## src/rtl/pid_seq_ctrl.sv

```systemverilog
// rtl/pid_seq_ctrl.sv - heading PID sequencer on one shared signed multiplier.
// Optional macro PID_ANTIWINDUP_EN: hold the integrator on samples whose sum saturated pid_out.
module pid_seq_ctrl #(
  parameter logic signed [5:0] P_COEFF = 6'sh08,
  parameter logic signed [4:0] D_COEFF = 5'sh0E,
  parameter int                I_SHIFT = 4
) (
  input  logic               clk,
  input  logic               rst_n,
  input  logic signed [11:0] err,
  input  logic               hdng_vld,
  input  logic               moving,
  output logic signed [11:0] pid_out,
  output logic               pid_vld,
  output logic               busy,
  output logic               ovr
);

  typedef enum logic [1:0] {IDLE, MUL_P, MUL_D, ACCUM} state_t;

  state_t             state_q, state_d;
  logic signed [9:0]  err_q, err_d, pend_err_q, pend_err_d, prev_err_q, prev_err_d;
  logic               pending_q, pending_d;
  logic signed [15:0] p_prod_q, p_prod_d, d_prod_q, d_prod_d, integ_q, integ_d;
  logic signed [11:0] pid_out_q, pid_out_d;
  logic               pid_vld_q, pid_vld_d, ovr_q, ovr_d;

  logic signed [9:0]  err_sat;
  logic signed [10:0] d_diff;
  logic signed [7:0]  d_diff_sat;
  logic signed [5:0]  mult_a;
  logic signed [9:0]  mult_b;
  logic signed [15:0] mult;
  logic signed [15:0] i_term;
  logic signed [16:0] sum, integ_sum;
  logic signed [11:0] sum_sat;
  logic signed [15:0] integ_sat;

  always_comb begin
    if (err > 12'sd511)       err_sat = 10'sd511;
    else if (err < -12'sd512) err_sat = -10'sd512;
    else                      err_sat = err[9:0];

    d_diff = 11'(err_q) - 11'(prev_err_q);
    if (d_diff > 11'sd127)       d_diff_sat = 8'sd127;
    else if (d_diff < -11'sd128) d_diff_sat = -8'sd128;
    else                         d_diff_sat = d_diff[7:0];

    // Single multiplier: operands steered by state; sign extension is free in hardware.
    mult_a = (state_q == MUL_D) ? 6'(D_COEFF) : P_COEFF;
    mult_b = (state_q == MUL_D) ? 10'(d_diff_sat) : err_q;
    mult   = 16'(mult_a) * 16'(mult_b);

    i_term = integ_q >>> I_SHIFT;
    sum    = 17'(p_prod_q) + 17'(d_prod_q) + 17'(i_term);
    if (sum > 17'sd2047)       sum_sat = 12'sd2047;
    else if (sum < -17'sd2048) sum_sat = -12'sd2048;
    else                       sum_sat = sum[11:0];

    integ_sum = 17'(integ_q) + 17'(err_q);
    if (integ_sum > 17'sd32767)       integ_sat = 16'sh7FFF;
    else if (integ_sum < -17'sd32768) integ_sat = 16'sh8000;
    else                              integ_sat = integ_sum[15:0];
  end

  always_comb begin
    state_d    = state_q;
    err_d      = err_q;
    pend_err_d = pend_err_q;
    prev_err_d = prev_err_q;
    pending_d  = pending_q;
    p_prod_d   = p_prod_q;
    d_prod_d   = d_prod_q;
    integ_d    = integ_q;
    pid_out_d  = pid_out_q;
    pid_vld_d  = 1'b0;
    ovr_d      = 1'b0;
    case (state_q)
      IDLE: begin
        if (hdng_vld) begin
          err_d   = err_sat;
          state_d = MUL_P;
        end
      end
      MUL_P, MUL_D: begin
        if (state_q == MUL_P) begin
          p_prod_d = mult;
          state_d  = MUL_D;
        end else begin
          d_prod_d = mult;
          state_d  = ACCUM;
        end
        if (hdng_vld) begin
          pend_err_d = err_sat;
          pending_d  = 1'b1;
          ovr_d      = pending_q;
        end
      end
      ACCUM: begin
        pid_out_d  = sum_sat;
        pid_vld_d  = 1'b1;
        prev_err_d = err_q;
        if (!moving) integ_d = '0;
`ifdef PID_ANTIWINDUP_EN
        else if (sum == 17'(sum_sat)) integ_d = integ_sat;
`else
        else integ_d = integ_sat;
`endif
        // Pending sample is consumed here; a same-edge arrival simply refills the slot.
        if (pending_q) begin
          err_d      = pend_err_q;
          state_d    = MUL_P;
          pending_d  = hdng_vld;
          if (hdng_vld) pend_err_d = err_sat;
        end else if (hdng_vld) begin
          err_d   = err_sat;
          state_d = MUL_P;
        end else begin
          state_d = IDLE;
        end
      end
      default: state_d = IDLE;
    endcase
  end

  always_ff @(posedge clk or negedge rst_n) begin
    if (!rst_n) begin
      state_q    <= IDLE;
      err_q      <= '0;
      pend_err_q <= '0;
      prev_err_q <= '0;
      pending_q  <= 1'b0;
      p_prod_q   <= '0;
      d_prod_q   <= '0;
      integ_q    <= '0;
      pid_out_q  <= '0;
      pid_vld_q  <= 1'b0;
      ovr_q      <= 1'b0;
    end else begin
      state_q    <= state_d;
      err_q      <= err_d;
      pend_err_q <= pend_err_d;
      prev_err_q <= prev_err_d;
      pending_q  <= pending_d;
      p_prod_q   <= p_prod_d;
      d_prod_q   <= d_prod_d;
      integ_q    <= integ_d;
      pid_out_q  <= pid_out_d;
      pid_vld_q  <= pid_vld_d;
      ovr_q      <= ovr_d;
    end
  end

  assign pid_out = pid_out_q;
  assign pid_vld = pid_vld_q;
  assign ovr     = ovr_q;
  assign busy    = (state_q != IDLE);

endmodule
```

## config.mk

```make
export PLATFORM = sky130hd
export DESIGN_NAME = pid_seq_ctrl
export DESIGN_NICKNAME = d
export VERILOG_FILES = /design/src/rtl/pid_seq_ctrl.sv
export SDC_FILE = /design/constraint.sdc
export NUM_CORES = 1
export LEC_CHECK = 0
export ABC_AREA = 1
export BUFFER_PORTS_ARGS = -buffer_cell sky130_fd_sc_hd__buf_2
export CAP_MARGIN = 20
export CORE_AREA = 4 4 98 138
export DETAILED_ROUTE_END_ITERATION = 16
export DIE_AREA = 0 0 102 142
export GPL_ROUTABILITY_DRIVEN = 1
export PLACE_DENSITY = 0.77
export SETUP_SLACK_MARGIN = 0.5
export SKIP_LAST_GASP = 1
export SYNTH_ARGS = -nofsm -noshare
export SYNTH_HDL_FRONTEND = slang
export SYNTH_SLANG_ARGS = --single-unit
```

## constraint.sdc

```tcl
create_clock -name clk -period 5.45 [get_ports clk]
set_input_delay 0.545 -clock clk [delete_from_list [all_inputs] [get_ports clk]]
set_output_delay 0.545 -clock clk [all_outputs]
set_load 0.01 [all_outputs]
```

==> flow_summary.yaml <==
worst_setup_path:
  cp_max_fo: 5
  cp-start-kind: "flop"
  critPathKind: "flop to flop"
  reg2reg_from: "err_q[0]"
  critPathCaptureType: "flop"
  r2r-end: "p_prod_q[11]"
  critPathMostFrequentCell: "nand2_1"
  r2r_slack_ns: 0.72
  worst_path_max_delay_cell: "fa_1"
  worstPathRequired_ns: 5.69
  reg2reg_depth: 29
  cp.arrival_ns: 4.97
  slowest_delay_ns: 0.55
clocking:
  cts_root_buffer: "clkbuf_16"
  cts_made_buffers: 9
  clockBufferDepth: 2
  clock_latency_ns: 0.35
  cts_tree: "done"
  clkSinkCount: 91
  ctsHtreeMaxLevel: 3
  clk_pin_slew_worst_paths_ns: 0.07
floorplanning:
  core_area_um2: 12300
  ios: 31
  die_x_um: 102
  rows: 48
  die_area_um2: 14500
  die_h_um: 142
  start_util_pct: 59.2
detailed_routing:
  final_antenna_net_count: 0
  route.detailed.drc: 0
  first_pass_iters: 5
  drt_iter0_drc: 261
  via_count: 6368
  viasPerCell: 5.56
  drt_wl_total_um: 17600
  avgRoutedWirePerCell_um: 15.3
synth:
  seq_area_frac_synth_pct: 31.4
  synth_top_area_share_pct: 31.4
  synth-seq-cells: 91
  synth_area_leaders: "dfrtp_1, nand2_1, ha_1, fa_1, inv_1"
  syn_inst: 953
  synth_top_area_cell: "dfrtp_1"
  async_flop_share_pct: 100
  syn_avg_cell_area_um2: 7.61
  synth.cell_area_um2: 7250
  synth_edf_count: 0
  syn-num-nets: 1068
  ys_warn_count: 0
  ys.flop_type: "dfrtp_1"
  ys_types: 42
timing:
  worstMarginPinSlew_ns: 0.930
  skew_ns: 0.0106
  fin_crit_sh_pct: 86.7
  relSlewSlack_pct: 38.0
  fmax_ghz: 0.212
  rsz0062_at_grt: "true"
  fin_tns_setup_ns: 0
  worst_hold_slack_ns: 0.0588
  maxSlewViolCount: 0
  finalHoldViolCount: 0
  setup_viol: 0
  timing.final.crit_period_ns: 4.73
placement:
  port-buffer-count: 30
  hpwlAfterDp_um: 12800
  gp_congestion: 0.921
global_routing:
  grt_overflow: 0
  busiest_layer: "met2"
  grt_max_degree: 72
  grt_use_met1_pct: 27.0
  met2_usage_pct: 44.6
  grt_first_pass_wirelength_um: 28100
  grt_pass1_vias: 6097
  gr-usage-met3_pct: 2.99
  track_usage_pct: 24.6
  antenna_found_initial: 0
worst_hold_path:
  hold_class: "primary input to async pin"
finish:
  fillers: 1017
  antenna_cells: 0
  final_nets: 1106
  drive_gt1_share_pct: 14.8
  area_growth_syn_to_layout_pct: 12.8
run:
  drv_cap: 0
status:
  status: "finished, final reports clean"
[synth_stat cells (2+ instances only)]
master / count
a21oi_1: 47
dfrtp_1: 91
nand3_2: 3
buf_6: 2
nor2_2: 4
or2_2: 5
xor2_1: 17
buf_2: 3
a32oi_1: 3
nor3_1: 4
and2_1: 3
a21o_1: 2
nand3_1: 61
xnor2_1: 9
nand4_1: 8
o21bai_1: 2
inv_2: 3
nand2_2: 12
a21oi_2: 13
o21a_1: 2
fa_1: 25
o21ai_0: 57
inv_1: 115
nor2_1: 57
o211ai_1: 5
ha_1: 74
a22oi_1: 6
clkbuf_1: 15
nand2_1: 285
nor3_2: 2
a31oi_1: 7
[worst max-delay path, delay by kind of cell (launching register included)]
kind | cells | cell delay, ns
fa+ha+maj | 6 | 1.90
flops | 1 | 0.40
compound gates | 3 | 0.40
simple gates | 17 | 1.64
buf+inv | 3 | 0.28
[metal layers]
metal / vias to the layer above / share of wire, %
li1: 3172 / -
met1: 2961 / 37
met2: 172 / 53
met3: 63 / 3.7
met4: 0 / 6.1
met5: - / 0
[logic make-up (layout without fill, tap and decap cells)]
family | after synthesis | count (layout) | synth area share, %
fa+ha+maj | 99 | 99 | 19.7
buf+inv | 140 | 183 | 7.50
flops | 91 | 91 | 31.4
simple gates | 444 | 444 | 25.6
xor+xnor | 27 | 27 | 3.36
compound gates | 152 | 152 | 12.4
[registers in the layout (all words and copies together), names as in the netlist]
| name | flops |
|---|---|
| integ_q | 16 |
| d_prod_q | 14 |
| p_prod_q | 14 |
| pid_out | 12 |
| err_q | 10 |
| pend_err_q | 10 |
| prev_err_q | 10 |
| state_q | 2 |
| ovr | 1 |
| pending_q | 1 |
| pid_vld | 1 |
[through the flow]
stage,utilization [%],instances,instance area (um^2),setup slack [ns]
after floorplan,-,953,7250,0.782
final,66.8,1146,8180,0.723
after CTS,64.5,1137,7900,0.506
after global routing,66.8,1146,8180,0.416
after detailed placement,61.7,1121,7560,0.290
after global placement,61.7,1121,7560,0.412
[layout make-up]
type / count / area (um^2) / area share [%]
inverter: 119 / 447 / 5.46
clock inverter: 6 / 70.1 / 0.856
sequential: 91 / 2280 / 27.8
tap: 150 / 188 / 2.29
clock buffer: 10 / 239 / 2.92
timing repair buffer: 48 / 285 / 3.49
multi-input combinational: 722 / 4680 / 57.2
[how the worst max path moves through the flow]
stage	startpoint	endpoint	slack (ns)	cells past startpoint
4_1_cts	err_q[0]	p_prod_q[14]	0.51	27
2_1_floorplan	err_q[0]	d_prod_q[14]	0.78	24
5_1_grt	err_q[0]	d_prod_q[14]	0.42	27
6_report	err_q[0]	p_prod_q[11]	0.72	29
3_3_place_gp	err_q[0]	d_prod_q[14]	0.41	27
3_5_place_dp	err_q[0]	p_prod_q[14]	0.29	27
[layout by cell type (no fill, tap or decap), types with 19 or more instances in the layout]
cell type / netlist / layout
dfrtp_1: 91 / 91
fa_1: 25 / 23
a21oi_1: 47 / 40
nand3_1: 61 / 58
nand2_1: 285 / 277
inv_1: 115 / 113
nand2_2: 12 / 19
ha_1: 74 / 63
nor2_1: 57 / 57
buf_2: 3 / 30
a21oi_2: 13 / 19
o21ai_0: 57 / 55
[what timing repair did]
action / CTS / global route
hold buffers: 0 / 0
pin swaps: 2 / 19
cloned: 0 / 0
resized for setup: 9 / 37
endpoints found under the setup margin: 9 / 12
buffers inserted: 0 / 8
Power is left out: the tool's default activity adds up to more than one toggle a clock period on the data nets, which glitch-free logic cannot reach.
